## src/rtl/truth_table_scanner.sv

```systemverilog
// Truth-table scanner: walks a combinational function block through every
// input code, captures its output into a table, then streams the indices of
// the set bits (the minterms) over a valid/ready handshake.
module truth_table_scanner #(
    parameter int N_IN   = 3,
    parameter int SETTLE = 1
) (
    input  logic                     i_clk,
    input  logic                     i_rst,
    input  logic                     i_start,
    output logic [N_IN-1:0]          o_x,
    input  logic                     i_z,
    output logic                     o_busy,
    output logic                     o_done,
    output logic [(1<<N_IN)-1:0]     o_table,
    output logic [N_IN:0]            o_count,
    output logic                     o_m_valid,
    input  logic                     i_m_ready,
    output logic [N_IN-1:0]          o_m_index,
    output logic                     o_m_last
);

    localparam int TW = 1 << N_IN;
    localparam int SW = (SETTLE > 1) ? $clog2(SETTLE) : 1;
    localparam logic [N_IN-1:0] LAST_IDX    = N_IN'(TW - 1);
    localparam logic [SW-1:0]   SETTLE_LAST = SW'(SETTLE - 1);

    typedef enum logic [1:0] {
        S_IDLE,
        S_SCAN,
        S_REPORT,
        S_FINISH
    } state_t;

    state_t              r_state;
    state_t              w_next;

    logic [N_IN-1:0]     r_x;
    logic [N_IN-1:0]     r_idx;
    logic [SW-1:0]       r_settle;
    logic [TW-1:0]       r_table;
    logic [N_IN:0]       r_count;
    logic [N_IN-1:0]     r_ptr;

    logic                w_captureNow;
    logic                w_scanEnd;
    logic                w_bitSet;
    logic                w_above;
    logic                w_mValid;
    logic                w_mLast;
    logic                w_reportStep;
    logic                w_reportDone;

    // The last cycle of the settle window at the current code is the one
    // where z is trusted and written into the table.
    assign w_captureNow = (r_state == S_SCAN) && (r_settle == SETTLE_LAST);
    assign w_scanEnd    = w_captureNow && (r_idx == LAST_IDX);

    // A zero entry is skipped in one cycle; a set entry waits for the
    // consumer. The walk ends at the top index or on the accepted last beat.
    assign w_bitSet     = r_table[r_ptr];
    assign w_mValid     = (r_state == S_REPORT) && w_bitSet;
    assign w_mLast      = w_mValid && !w_above;
    assign w_reportStep = (r_state == S_REPORT) && (!w_bitSet || i_m_ready);
    assign w_reportDone = w_reportStep && ((r_ptr == LAST_IDX) || w_mLast);

    // Look for any set table bit strictly above the report pointer so the
    // final minterm can be flagged without a second pass.
    always_comb begin
        w_above = 1'b0;
        for (int i = 0; i < TW; i++) begin
            if ((i > int'(r_ptr)) && r_table[i]) begin
                w_above = 1'b1;
            end
        end
    end

    // State register; reset wins over everything including a pending start.
    always_ff @(posedge i_clk) begin
        if (i_rst) begin
            r_state <= S_IDLE;
        end else begin
            r_state <= w_next;
        end
    end

    // Next-state selection plus the status outputs decoded from the state.
    always_comb begin
        w_next = r_state;
        o_busy = 1'b0;
        o_done = 1'b0;
        case (r_state)
            S_IDLE: begin
                if (i_start) begin
                    w_next = S_SCAN;
                end
            end
            S_SCAN: begin
                o_busy = 1'b1;
                if (w_scanEnd) begin
                    w_next = S_REPORT;
                end
            end
            S_REPORT: begin
                o_busy = 1'b1;
                if (w_reportDone) begin
                    w_next = S_FINISH;
                end
            end
            S_FINISH: begin
                o_done = 1'b1;
                w_next = S_IDLE;
            end
            default: begin
                w_next = S_IDLE;
            end
        endcase
    end

    // Datapath: stimulus code, settle timer, captured table, popcount and
    // the report pointer. The table survives in IDLE until the next start.
    always_ff @(posedge i_clk) begin
        if (i_rst) begin
            r_x      <= '0;
            r_idx    <= '0;
            r_settle <= '0;
            r_table  <= '0;
            r_count  <= '0;
            r_ptr    <= '0;
        end else begin
            case (r_state)
                S_IDLE: begin
                    if (i_start) begin
                        r_x      <= '0;
                        r_idx    <= '0;
                        r_settle <= '0;
                        r_table  <= '0;
                        r_count  <= '0;
                        r_ptr    <= '0;
                    end
                end
                S_SCAN: begin
                    if (w_captureNow) begin
                        r_table[r_idx] <= i_z;
                        r_count        <= r_count + {{N_IN{1'b0}}, i_z};
                        if (r_idx == LAST_IDX) begin
                            r_ptr <= '0;
                        end else begin
                            r_idx    <= r_idx + N_IN'(1);
                            r_x      <= r_idx + N_IN'(1);
                            r_settle <= '0;
                        end
                    end else begin
                        r_settle <= r_settle + SW'(1);
                    end
                end
                S_REPORT: begin
                    if (w_reportStep && !w_reportDone) begin
                        r_ptr <= r_ptr + N_IN'(1);
                    end
                end
                default: begin
                end
            endcase
        end
    end

    assign o_x       = r_x;
    assign o_table   = r_table;
    assign o_count   = r_count;
    assign o_m_valid = w_mValid;
    assign o_m_index = r_ptr;
    assign o_m_last  = w_mLast;

endmodule
```

## config.mk

```make
export PLATFORM = sky130hd
export DESIGN_NAME = truth_table_scanner
export DESIGN_NICKNAME = d
export VERILOG_FILES = /design/src/rtl/truth_table_scanner.sv
export SDC_FILE = /design/constraint.sdc
export NUM_CORES = 1
export LEC_CHECK = 0
export ABC_AREA = 1
export CAP_MARGIN = 20
export CELL_PAD_IN_SITES_DETAIL_PLACEMENT = 2
export CELL_PAD_IN_SITES_GLOBAL_PLACEMENT = 2
export CORE_UTILIZATION = 29
export CTS_BUF_LIST = sky130_fd_sc_hd__clkbuf_4
export CTS_CLUSTER_DIAMETER = 80
export DETAILED_ROUTE_END_ITERATION = 8
export PLACE_DENSITY = 0.83
export SLEW_MARGIN = 20
export SYNTH_ARGS = -nofsm -noshare
export SYNTH_HDL_FRONTEND = slang
export SYNTH_SLANG_ARGS = --single-unit
```

## constraint.sdc

```tcl
create_clock -name i_clk -period 1.8 [get_ports i_clk]
set_input_delay 0.36 -clock i_clk [delete_from_list [all_inputs] [get_ports i_clk]]
set_output_delay 0.36 -clock i_clk [all_outputs]
set_load 0.02 [all_outputs]
```

## Word-level counts from Yosys, hierarchy flattened

Index checks and enable logic that the tools add are counted.
W data, S select, Z words.

| storage, ports and cells | value |
|---|---|
| flip-flop bits (word level) | 21 |
| word-level logic and storage cells | 99 |
| input port bits | 5 |

| operators by class | value |
|---|---|
| muxes and demuxes | 36 |
| bitwise operators | 1 |
| add/subtract/negate cells | 4 |
| equal/unequal tests | 13 |
| reductions and logical operators | 29 |
| order comparisons | 10 |

Operators by type and width:

| operator | count |
|---|---|
| $mux W3 | 6 |
| $mux W8 | 2 |
| $pmux W8 S2 | 1 |
| $logic_and A1 B1 Y1 | 15 |
| $mux W1 | 14 |
| $gt A3 B3 Y1 const A | 4 |
| $ne A2 B2 Y1 const B | 5 |
| $pmux W3 S3 | 1 |
| $reduce_and A3 Y1 | 3 |
| $bwmux W8 | 1 |
| $lt A3 B4 Y1 const B | 2 |
| $mux W4 | 2 |
| $pmux W2 S4 | 1 |
| $pmux W4 S2 | 1 |
| $add A3 B1 Y3 const B | 2 |
| $eq A3 B3 Y1 const B | 2 |
| $gt A2 B3 Y1 const A | 2 |
| $mux W2 | 3 |
| $pmux W3 S2 | 1 |
| $reduce_and A5 Y1 | 1 |
| $add A4 B1 Y4 | 1 |
| $eq A2 B2 Y1 const B | 2 |
| $ne A2 B1 Y1 const B | 2 |
| $reduce_and A4 Y1 | 1 |
| 15 further kinds | 18 |

## Logic depth before layout (Yosys ltp)

Gate-level depths: netlist of the first run.

| logic depth | value |
|---|---|
| word-level depth | 17 |
| gate-level depth with buffers | 16 |

## Worst setup path after synthesis of the first run

No wires, ideal clock.

| timing | value |
|---|---|
| path type | flip-flop to output port |
| start point | reg r_ptr[1] (netlist: o_m_index[1]) |
| end point | out o_m_last |
| data arrival time | 1366 ps |
| cell stages (with the launch flop) | 11 |
| slack | 74 ps |
| buffers on the path | 0 |
| cells stage by stage | dfxtp_1 ha_1 ha_1 inv_1 nand2_1 nand2_1 clkinv_1 nand2_1 nor2_1 nand3_2 inv_1 |

| between the ends | value |
|---|---|
| word-level cells in the longest chain between the ends | 11 |
| elaborated cells between the ends (all ways) | 26 |
| classes of those cells | order compare (7); mux (9); reduce/logical (10) |

Ends and longest elaborated chain:

| item | RTL line | RTL |
|---|---|---|
| start, declared | 43 | `logic [N_IN-1:0] r_ptr;` |
| start signal, assigned | 159 | `r_ptr <= r_ptr + N_IN'(1);` |
| $gt A1 B3 Y1 | 72 | `if ((i > int'(r_ptr)) && r_table[i]) begin` |
| $logic_and A1 B1 Y1 | 72 |  |
| $mux W1 (7 in a row) | 72 |  |
| $logic_not A1 Y1 | 63 | `assign w_mLast = w_mValid && !w_above;` |
| $logic_and A1 B1 Y1 * | 63 |  |
| end, declared | 20 | `output logic o_m_last` |

Every way passes the cells marked *; elsewhere a longest branch is shown, timed or not. The select of a mux whose other input is x is not followed.

## Final worst setup path of the first run

| timing | value |
|---|---|
| start point | reg r_ptr[0] (netlist: o_m_index[0]) |
| end point | out o_m_last |

Same word-level chain as after synthesis.

==> results of run 1 <==
## cells by family after synthesis
family | Yosys count | synth area share (%)
compound gates | 30 | 12.9
xor+xnor | 1 | 0.634
fa+ha+maj | 11 | 9.95
buf+inv | 36 | 11.8
flops | 21 | 30.4
simple gates | 102 | 34.3
## flip-flops by register name, indices dropped and copies added, names as in the netlist
name and flops:
o_table 8, o_count 4, o_m_index 3, r_idx 3
r_state 2, r_settle 1
## per-layer routing
metal	share of wire [%]	up-vias	GRT usage (%)
met4	3.2	0	9.56
met2	52	45	46.8
met1	43	818	29.5
met5	0	-	0
li1	-	782	-
met3	2.2	17	2.85
## synthesized netlist by cell type (all sizes together) (2+ instances only)
| cell | count |
|---|---|
| nand3 | 19 |
| a211oi | 4 |
| clkinv | 3 |
| o21ai | 6 |
| nor3 | 4 |
| buf | 2 |
| nand2 | 54 |
| ha | 11 |
| a21oi | 16 |
| nand4 | 4 |
| inv | 29 |
| nor2 | 19 |
| clkbuf | 2 |
| dfxtp | 21 |
## worst min-delay path, cell delays in order (launching register included)
cell     delay, ns
dfxtp_1       0.35
nand2_1       0.07
a21oi_1       0.05
## where the power goes
part           total (mW)  switching, mW  internal (mW)
Clock               0.290          0.188          0.102
Combinational        2.19           1.33          0.855
Sequential          0.659          0.106          0.553
Total                3.14           1.63           1.51
## layout by cell type, fill, tap and decap left out, types with 4 or more instances in the layout
cell and count:
nand2_1 35, buf_4 32, inv_1 21, nand2_2 17, dfxtp_1 15, nor2_1 14, a21oi_1 12, nand3_1 11
clkdlybuf4s50_1 11, inv_2 7, nand3_2 7, ha_1 7, dlymetal6s2s_1 7, buf_6 6, dlygate4sd2_1 5, nor2_2 4
a21oi_2 4, nand4_1 4, clkbuf_4 4, dfxtp_2 4
## layout make-up
class	count	area [um2]	area share, %
timing repair buffer	62	561	25.5
multi-input combinational	145	975	44.3
inverter	32	135	6.15
sequential	21	433	19.7
clock buffer	4	30.0	1.37
tap	52	65.1	2.96
## per-stage QoR
stage	cell area (um2)	std cells	hold slack, ns	setup TNS (ns)
floorplan	1380	201	0.438	0
global placement	1890	303	0.480	-0.475
detailed placement	1890	303	0.491	-1.00
CTS	2110	315	0.511	-0.551
global route	2200	316	0.533	-2.04
finish	2200	316	0.506	-1.25
## path summary, 6_finish.rpt
| check | endpoint | slack [ns] | start |
|---|---|---|---|
| setup / recovery | o_m_last | -0.28 | o_m_index[0] |
| hold / removal | o_count[0] | 0.51 | o_count[0] |
| setup reg to reg | o_m_index[0] | -0.16 | o_m_index[0] |
| hold reg to reg | o_count[0] | 0.51 | o_count[0] |
## what timing repair did
action / in CTS / in global routing
buffers inserted: 8 / 1
gates resized for setup: 59 / 32
pin swaps: 14 / 12
endpoints found under the setup margin: 19 / 28
cloned: 0 / 1
==> impl_metrics.yaml, run 1 <==
yosys:
  synth_top_area_share_pct: 30.4
  async_flop_share_pct: 0
  yosysWarnings: 0
  synth_area_per_cell_um2: 6.88
  ys_types: 31
  synth_nets: 217
  ys_seq_area_share_pct: 30.4
  ys_ff_latch: 21
  synth_area_um2: 1380
  yosysTopAreaCell: "dfxtp_1"
  synth-main-ff-cell: "dfxtp_1"
  synthTopCellsByArea: "dfxtp_1 30%, nand2_1 13%, ha_1 10%"
  synth_edf_count: 0
  netlist_instances: 201
setup_path:
  max_stage_delay_ns: 0.40
  worstPathMaxFanout: 4
  cp.depth: 11
  ff2ff_path_depth: 15
  slowest_stage: "dfxtp_4"
  critPathKind: "register to output port"
  start_kind: "register"
  worstPathCellList: "buf_6, clkinv_8, buf_6, nand2_2, nand3b_1, nand2_2, inv_2, nand2_2, nand3_2, inv_2, buf_6"
  cp.arrival_ns: 1.72
  crit_family: "buffers and inverters"
  cp.required_ns: 1.44
  end_kind: "output port"
  critPathBufInv: 6
clock_network:
  root_buffer: "clkbuf_4"
  clockBufferDepth: 2
  clkTransAtPathRegs_ns: 0.15
  cts_tree: "built"
  cts.sinks: 21
  worstSkewPairLatency_ns: 0.34
  cts_hold_buffers: 0
  h-tree-depth: 1
  cts_buffers: 3
route:
  dr.pass1.iters: 8
  routed_wirelength_um: 6950
  drt_iter0_drc: 71
  via_count: 1662
  postRouteAntennaNets: 0
  via_per_inst: 5.26
  wire_per_inst_um: 22.0
  drc: 2
placement:
  port-buffer-count: 26
  routabilityCongestion: 0.771
  dp_hpwl_um: 3850
  dpl_worst_slack_ns: -0.377
cells_and_area:
  drive_gt1_share_pct: 40.5
  fillers: 504
  syn_to_final_growth_pct: 59.0
  n_antenna_cell: 0
  fin_util_pct: 49.1
  fin_nets: 281
global_routing:
  grt_pass1_vias: 1807
  grt_max_degree: 13
  grt_overflow_total: 0
  grt_pass1_wl_um: 9540
  grt_usage_pct: 25.2
  antenna_found_initial: 0
sta:
  min_period_over_period_pct: 116
  hold_viol_final: 0
  setup_violations: 7
  slew_violations: 0
  fmax_ghz: 0.480
  maxSlewHeadroom_pct: 70.5
  rsz0062_at_grt: "true"
  finalWorstSetupSlack_ns: -0.283
  layout_min_cycle_time_ns: 2.08
  worstMarginPinSlew_ns: 0.440
  skew_ns: 0.00885
floorplanning:
  initial_core_util_pct: 30.9
  die-width_um: 71.0
  fp.dieH_um: 71.0
  rows: 24
  die_area_um2: 5050
  coreArea_um2: 4470
  num_io_pins: 27
run:
  drv_cap: 0
status:
  status: "finished, violations left"
  violations: "DRC, setup timing"
hold_path:
  min_path_type: "register to register"
  hold_depth: 2
power_and_ir_drop:
  power_density_nw_per_um2: 1430
  power.total_mw: 3.14
  leakagePower_nw: 1.12
  vdd_drop_max_mv: 0.611
Note: power is estimated with default switching activity, not from simulation.
==> run 2, diff against run 1 <==
--- a/config.mk
+++ b/config.mk
@@ -14,7 +14,6 @@
 export CTS_CLUSTER_DIAMETER = 80
 export DETAILED_ROUTE_END_ITERATION = 8
 export PLACE_DENSITY = 0.83
-export SLEW_MARGIN = 20
 export SYNTH_ARGS = -nofsm -noshare
 export SYNTH_HDL_FRONTEND = slang
 export SYNTH_SLANG_ARGS = --single-unit
==> results of run 2 <==
Final layout, timing and power as in run 1 (identical DEF).
